[config.mk]
export PLATFORM = sky130hd
export DESIGN_NAME = timebase_ctrl
export DESIGN_NICKNAME = d
export VERILOG_FILES = /design/src/rtl/timebase_ctrl.sv
export SDC_FILE = /design/constraint.sdc
export NUM_CORES = 1
export LEC_CHECK = 0
export ABC_AREA = 0
export BUFFER_PORTS_ARGS = -buffer_cell sky130_fd_sc_hd__buf_2
export CAP_MARGIN = 20
export CORE_MARGIN = 2
export CORE_UTILIZATION = 60
export DETAILED_ROUTE_END_ITERATION = 16
export GPL_ROUTABILITY_DRIVEN = 0
export GPL_TIMING_DRIVEN = 0
export PLACE_DENSITY_LB_ADDON = 0.25
export SLEW_MARGIN = 20
export SYNTH_ARGS = -nofsm -noshare
export SYNTH_HDL_FRONTEND = slang
export SYNTH_SLANG_ARGS = --single-unit
[constraint.sdc]
create_clock -name clk_50mHz -period 5.9 [get_ports clk_50mHz]
set_input_delay 1.18 -clock clk_50mHz [delete_from_list [all_inputs] [get_ports clk_50mHz]]
set_output_delay 1.18 -clock clk_50mHz [all_outputs]
set_load 0.01 [all_outputs]
[src/rtl/timebase_ctrl.sv]
// timebase_ctrl: divide-by-N timebase with square wave, tick pulse, tick count and handshaked run-time half-period reconfig
module timebase_ctrl #(
  parameter int          CNT_W        = 27,
  parameter int unsigned DEFAULT_HALF = 25_000_000
) (
  input  logic             clk_50mHz,
  input  logic             rst_n,
  input  logic             en,
  input  logic             cfg_valid,
  input  logic [CNT_W-1:0] cfg_half,
  output logic             cfg_ready,
  output logic             clk_out,
  output logic             tick,
  output logic [7:0]       tick_cnt,
  output logic             running
);
  typedef enum logic [1:0] {IDLE, HIGH, LOW} state_t;
  state_t           state;
  logic [CNT_W-1:0] cnt, half_reg, pend_half, new_half;
  logic             pend_vld, acc, last, boundary;
  assign new_half  = (cfg_half == '0) ? CNT_W'(1) : cfg_half;
  assign acc       = cfg_valid && !pend_vld;
  assign last      = cnt == half_reg - CNT_W'(1);
  assign boundary  = last && state == LOW;
  assign cfg_ready = !pend_vld;
  always_ff @(posedge clk_50mHz) begin
    if (!rst_n) begin
      state     <= IDLE;
      cnt       <= '0;
      half_reg  <= CNT_W'(DEFAULT_HALF);
      pend_half <= '0;
      pend_vld  <= 1'b0;
      clk_out   <= 1'b0;
      tick      <= 1'b0;
      tick_cnt  <= '0;
      running   <= 1'b0;
    end else if (!en || state == IDLE) begin
      state    <= en ? HIGH : IDLE;
      cnt      <= '0;
      pend_vld <= 1'b0;
      half_reg <= acc ? new_half : pend_vld ? pend_half : half_reg;
      clk_out  <= en;
      tick     <= en;
      running  <= en;
      tick_cnt <= en ? tick_cnt + 8'd1 : tick_cnt;
    end else begin
      cnt      <= last ? '0 : cnt + CNT_W'(1);
      state    <= last ? (state == HIGH ? LOW : HIGH) : state;
      clk_out  <= (state == HIGH) != last;
      tick     <= boundary;
      tick_cnt <= boundary ? tick_cnt + 8'd1 : tick_cnt;
      if (boundary && pend_vld) begin
        half_reg <= pend_half;
        pend_vld <= 1'b0;
      end
      if (acc) begin
        pend_half <= new_half;
        pend_vld  <= 1'b1;
      end
    end
  end
endmodule
==> impl_metrics.csv, run 1 <==
group,metric,value,unit
run_status,status,"completed",
logic_synthesis,ys_warn_count,0,
grt,grt_usage,27.2,%
power_and_ir_drop,p_comb_share,13.7,%
timing,rsz0062_at_grt,"false",
power_and_ir_drop,p_seq_share,52.0,%
finish,drive_above_1_share,12.7,%
clocking,clockBufferDepth,2,
power_and_ir_drop,p_int,0.944,mW
logic_synthesis,yosysUniqueCellTypes,56,
power_and_ir_drop,ir_worst_vdd,0.158,mV
logic_synthesis,synth-edff-count,0,
detailed_routing,drtPass1Iterations,5,
placed_design,io_buffers,42,
setup_path,startpoint_type,"register",
clocking,ctsResizeCount,0,
clocking,root_buffer,"clkbuf_8",
timing,report.final.slew_viol_count,0,
worst_hold_path,min_path_type,"reg2reg",
finish,final_cells,767,
timing,setup_viol,0,
finish,multi_input_comb_area,2950,sq um
logic_synthesis,yosysTopAreaCellShare,37.7,%
setup_path,cp.required,6.13,ns
timing,period_needed,3.78,ns
detailed_routing,routed_wl,12.0,mm
detailed_routing,vias,4668,
timing,hold_violations,0,
clocking,postCtsSetupBuffers,0,
setup_path,critical_path.top_delay_family,"simple AND/OR/NAND/NOR gates",
clocking,tritoncts,"yes",
grt,antenna_found_initial,0,
timing,skew,0.0147,ns
die,initial_utilization,61.7,%
grt,grt_pass1_vias,4192,
detailed_routing,drc,0,
clocking,worstSkewPairLatency,0.36,ns
timing,min_period_over_period,64.0,%
grt,grt_pass1_wl,19.7,mm
die,coreArea,8180,sq um
logic_synthesis,synth_nets,638,
detailed_routing,drtIter0Drc,313,
logic_synthesis,netlist_area,5040,sq um
setup_path,critical_path_buf_inv_count,4,
timing,relSlewSlack,47.5,%
power_and_ir_drop,p_sw,0.386,mW
finish,n_antenna_cell,0,
logic_synthesis,synth_most_common_cell,"dfxtp_1",
die,rows,33,
power_and_ir_drop,p_leak,1.92,nW
clocking,ctsHoldBuffers,0,
logic_synthesis,synth_seq_cells,95,
clocking,cts_sinks,95,
detailed_routing,wire_per_inst,15.7,um
detailed_routing,vias_per_cell,6.09,
logic_synthesis,avgSynthCellArea,8.35,sq um
placed_design,place_inst,751,
timing,max_freq,265,MHz
detailed_routing,antenna_left,0,
logic_synthesis,synth.top_cells.by_area,"dfxtp_1 (38%), mux2i_1 (6.0%), nand2_1 (5.8%), a21oi_1 (5.2%), xor2_1 (4.9%)",
timing,tightest_slew,0.787,ns
logic_synthesis,synth_flop_cell,"dfxtp_1",
die,die_area,9160,sq um
job,maxCapViolCount,0,
finish,area_growth_syn_to_layout,11.0,%
clocking,cts_buffers,9,
clocking,htree_num_levels,3,
setup_path,rrSetupSlack,2.12,ns
logic_synthesis,yosysSeqAreaShare,37.7,%
power_and_ir_drop,power,1.33,mW
power_and_ir_drop,power_density,238,nW/um^2
setup_path,worstSetupPathType,"reg2reg",
setup_path,worst_setup_path_end_kind,"register",
grt,grt-ovfl-total,0,
power_and_ir_drop,swShare,29.0,%
finish,fillers,689,
clocking,clk_pin_slew_worst_paths,0.09,ns
die,io_pins,43,
finish,nets,691,
setup_path,crit_fanout,10,
die,die_w,95.7,um
setup_path,max_stage_delay,0.57,ns
finish,regArea,1900,sq um
timing,tns,0,ns
die,die_h,95.7,um
logic_synthesis,async_flop_share,0,%
logic_synthesis,synth_top_area_cell,"dfxtp_1",
power_and_ir_drop,clockPowerShare,34.4,%
grt,grt_max_degree,19,
setup_path,cp.arrival,4.01,ns
logic_synthesis,synth.cells.most_frequent,"dfxtp_1 (95), nand2_1 (78), nor2_1 (57)",
logic_synthesis,synthCells,604,
placed_design,dp_hpwl,9.02,mm
setup_path,path_cells,"buf_6, or4_4, or4_1, nor3_1, mux2_2, a2111oi_4, a31o_1, buf_4, and2_1, buf_4, buf_6, a31oi_1",
setup_path,slowest_stage,"or4_4",
## cells in the final DEF, fill, tap and decap left out, types with 5 or more instances in the layout
cell type and count:
inv_1 11, nor2b_1 6, xor2_1 28, xnor2_1 27, dfxtp_1 95, a21oi_1 52
a31oi_1 12, o21ai_0 6, nor3_1 16, clkbuf_1 20, nand3_1 20, and4_1 5
nand2b_1 6, buf_2 46, a211oi_1 30, or4_1 10, o31ai_1 5, nand2_1 78
nand4_1 12, mux2i_1 30, clkbuf_8 9, nor2_1 57, nor4_1 12
## power groups by stage
stage          clock [mW]  combinational [mW]  sequential [mW]
3_3_place_gp            0               0.171            0.704
6_report            0.457               0.182            0.692
5_1_grt             0.487               0.197            0.695
2_1_floorplan           0               0.128            0.698
4_1_cts             0.461               0.179            0.691
3_5_place_dp            0               0.177            0.706
## final timing paths
path | startpoint | to | cells after the start
worst min register to register | pend_half[10] | pend_half[10] | 2
worst max register to register | half_reg[10] | half_reg[18] | 12
worst max-delay path | half_reg[10] | half_reg[18] | 12
worst min-delay path | pend_half[10] | pend_half[10] | 2
## final cells by class
cell class	count	area share, %
plain buffers	30	2.70
clock buffers	9	2.21
clock inverters	7	1.54
inverters	11	0.737
multi-input cells	468	52.7
flip-flops and latches	95	34.0
well taps	105	2.35
repair buffers	42	3.75
## kinds of logic after synthesis
kind of cell / share of synthesized area, %
simple gates: 24.9
buf+inv: 3.82
xor+xnor: 9.55
flops: 37.7
compound gates: 16.9
mux: 6.40
fa+ha+maj: 0.744
## tightest hold or removal path: cells and delay by family, from the launching register on
family	cells	cell delay, ns
DFF	1	0.32
and+or+nand+nor	1	0.05
AOI/OAI and AO/OA	1	0.05
## routing by layer
layer / track usage, % / part of all wire [%] / up-vias
met4: 10.4 / 2.1 / 0
met1: 37.4 / 46 / 2183
met2: 44.0 / 47 / 171
met5: 0 / 0 / -
li1: - / - / 2285
met3: 3.08 / 4.9 / 29
## stage by stage
| stage | util (%) | setup WS (ns) | cell area [sq um] | hold WS [ns] |
|---|---|---|---|---|
| 6_report | 68.5 | 2.12 | 5600 | 0.462 |
| 5_1_grt | 68.5 | 1.92 | 5600 | 0.485 |
| 4_1_cts | 68.5 | 2.11 | 5600 | 0.463 |
| 3_5_place_dp | 65.9 | 2.15 | 5390 | 0.448 |
| 3_3_place_gp | 65.9 | 2.20 | 5390 | 0.441 |
| 2_1_floorplan | - | 2.57 | 5040 | 0.436 |
No activity file was read; power rests on OpenSTA's default activity.
==> run 2, diff against run 1 <==
--- a/config.mk
+++ b/config.mk
@@ -5,7 +5,7 @@
 export SDC_FILE = /design/constraint.sdc
 export NUM_CORES = 1
 export LEC_CHECK = 0
-export ABC_AREA = 0
+export ABC_AREA = 1
 export BUFFER_PORTS_ARGS = -buffer_cell sky130_fd_sc_hd__buf_2
 export CAP_MARGIN = 20
 export CORE_MARGIN = 2
==> constraint.sdc (replaced) <==
create_clock -name clk_50mHz -period 3.6 [get_ports clk_50mHz]
set_input_delay 0.72 -clock clk_50mHz [delete_from_list [all_inputs] [get_ports clk_50mHz]]
set_output_delay 0.72 -clock clk_50mHz [all_outputs]
set_load 0.01 [all_outputs]
==> run 2 against run 1 <==
Against the previous run:
- die area increased by 5.9%
- critical path depth rose by 2
- highest routed layer unchanged
- non-clock buffer count shrank 4
- synthesized cell count rose by 37%
- sequential cell count unchanged
- combinational power grew 83%
- critical path type unchanged
- clock power increased by 52%
==> impl_metrics.csv, run 2 <==
group,metric,value,unit
logic_synthesis,synth.cells.most_frequent,"nand2_1 (209), nor2_1 (107), inv_1 (98)",
setup_path,worstSetupPathType,"reg2reg",
logic_synthesis,yosysTopAreaCellShare,35.5,%
detailed_routing,routed_wl,13.4,mm
detailed_routing,vias_per_cell,5.46,
setup_path,rrSetupSlack,1.04,ns
grt,grt_pass1_wl,22.7,mm
finish,area_growth_syn_to_layout,10.1,%
logic_synthesis,synth_nets,864,
setup_path,max_stage_delay,0.33,ns
grt,grt_usage,28.4,%
detailed_routing,drtPass1Iterations,5,
finish,final_common_cell,"nand2_1",
power_and_ir_drop,power_density,367,nW/um^2
placed_design,dp_hpwl,10.3,mm
power_and_ir_drop,ir_worst_vdd,0.208,mV
setup_path,cp.required,3.85,ns
power_and_ir_drop,p_leak,2.54,nW
setup_path,r2r_end,"cnt[7]",
timing,hold_violations,0,
setup_path,path_cells,"inv_2, ha_1, nand3_1, nor2_4, nand4_1, nand3_1, nand2_1, nor2_1, nand2_1, nor2_2, nand2_2, nand2_1, buf_2, nor3_1",
detailed_routing,wire_per_inst,13.4,um
setup_path,cp_common_cell,"nand2_1",
clocking,ctsHoldBuffers,0,
timing,period_needed,2.56,ns
worst_hold_path,whs_path_depth,2,
finish,fillers,782,
finish,multi_input_comb_area,2940,sq um
setup_path,startpoint_type,"register",
clocking,ctsResizeCount,0,
logic_synthesis,synth.top_cells.by_area,"dfxtp_1 (36%), nand2_1 (15%), nor2_1 (7.5%), inv_1 (6.9%), nand3_1 (6.5%)",
timing,tns,0,ns
die,die_h,98.5,um
logic_synthesis,async_flop_share,0,%
die,coreArea,8680,sq um
grt,grt_pass1_vias,5002,
clocking,clockBufferDepth,2,
logic_synthesis,synth_most_common_cell,"nand2_1",
finish,fin_util,67.9,%
die,die_w,98.5,um
die,rows,34,
clocking,root_buffer,"clkbuf_8",
timing,max_freq,390,MHz
die,die_area,9690,sq um
detailed_routing,drc,0,
finish,nets,917,
clocking,htree_num_levels,3,
die,initial_utilization,61.7,%
detailed_routing,drtIter0Drc,267,
grt,grt_max_degree,19,
timing,report.final.slew_viol_count,0,
timing,min_period_over_period,71.1,%
placed_design,io_buffers,42,
die,io_pins,43,
setup_path,r2r-start,"half_reg[0]",
grt,grt-ovfl-total,0,
finish,drive_above_1_share,10.2,%
clocking,cts_buffers,9,
clocking,clk_pin_slew_worst_paths,0.10,ns
logic_synthesis,yosysSeqAreaShare,35.5,%
worst_hold_path,min_path_type,"reg2reg",
detailed_routing,antenna_left,0,
clocking,postCtsSetupBuffers,0,
finish,final_cell_mix,"nand2_1 (209), nor2_1 (107), inv_1 (98)",
clocking,cts_sinks,95,
logic_synthesis,synth_flop_cell,"dfxtp_1",
logic_synthesis,avgSynthCellArea,6.45,sq um
timing,rsz0062_at_grt,"false",
worst_hold_path,holdPathEnd,"running",
logic_synthesis,synth_top_area_cell,"dfxtp_1",
timing,relSlewSlack,57.5,%
job,maxCapViolCount,0,
logic_synthesis,synth_seq_cells,95,
setup_path,cp.arrival,2.81,ns
worst_hold_path,min_from,"running",
logic_synthesis,synth-edff-count,0,
run_status,status,"completed",
detailed_routing,vias,5434,
setup_path,crit_fanout,10,
timing,setup_viol,0,
timing,tightest_slew,0.635,ns
setup_path,worst_setup_path_end_kind,"register",
setup_path,slowest_stage,"dfxtp_1",
finish,regArea,1900,sq um
finish,n_antenna_cell,0,
logic_synthesis,yosysUniqueCellTypes,36,
clocking,worstSkewPairLatency,0.39,ns
clocking,tritoncts,"yes",
grt,antenna_found_initial,0,
setup_path,worstRegToRegCells,14,
logic_synthesis,ys_warn_count,0,
logic_synthesis,netlist_area,5350,sq um
timing,skew,0.0132,ns
logic_synthesis,synthCells,830,
## run 2: cell types whose count changed in the layout (fill, tap and decap cells not counted), moves of 50 or more
cell	change
nand2_1	+131
inv_1	+87
nand3_1	+50
o21ai_0	+55
nor2_1	+50
## run 2: area by class of cell
class                           count  area share [%]
Inverter                          102            6.50
Tap cell                          108            2.29
Buffer                             26            2.21
Multi-Input combinational cell    607            49.9
Sequential cell                    95            32.3
Clock inverter                      7            1.17
Clock buffer                        9            2.10
Timing Repair Buffer               42            3.57
## run 2: metrics by stage
stage                     cell area [sq um]  worst slack [ns]  total power, mW  std cells  hold slack [ns]
final                                  5890              1.04             2.16        996            0.485
after global placement                 5700              1.14             1.47        980            0.447
after floorplan                        5350              1.50             1.39        830            0.441
after detailed placement               5700              1.09             1.48        980            0.468
after global routing                   5890             0.727             2.26        996            0.521
after CTS                              5890              1.05             2.16        996            0.492
## run 2: per-layer routing
layer	up-vias	GRT usage, %	routed length [um]
li1	2770	-	-
met1	2474	36.8	5990
met2	175	49.1	6390
met3	15	4.47	793
met4	0	8.22	175
met5	-	0	0
## run 2: cell families (layout without fill, tap and decap cells)
logic type      count (synthesis)  after routing  share of synthesized area (%)
xor+xnor                       29             29                           4.75
buf+inv                       128            186                           9.58
fa+ha+maj                       3              3                          0.701
compound gates                115            115                           11.2
flops                          95             95                           35.5
simple gates                  460            460                           38.3
## run 2: worst max path at each step
stage	startpoint	to	slack (ns)	depth (start not counted)
2_1_floorplan	half_reg[0]	half_reg[19]	1.50	17
5_1_grt	cnt[0]	cnt[24]	0.73	14
3_3_place_gp	half_reg[0]	cnt[7]	1.14	13
4_1_cts	half_reg[0]	cnt[7]	1.05	13
6_report	half_reg[0]	cnt[7]	1.04	14
3_5_place_dp	half_reg[0]	cnt[7]	1.09	13
## run 2: worst max-delay path, delay by kind of cell (launching register included)
family / cells / cell delay (ns)
adders and majority gates: 1 / 0.21
buffers and inverters: 2 / 0.37
and+or+nand+nor: 11 / 1.50
DFF: 1 / 0.33
## run 2: power breakdown
group	total, mW	internal, mW	switching [mW]
Combinational	0.333	0.116	0.217
Clock	0.694	0.265	0.429
Sequential	1.13	1.09	0.0428
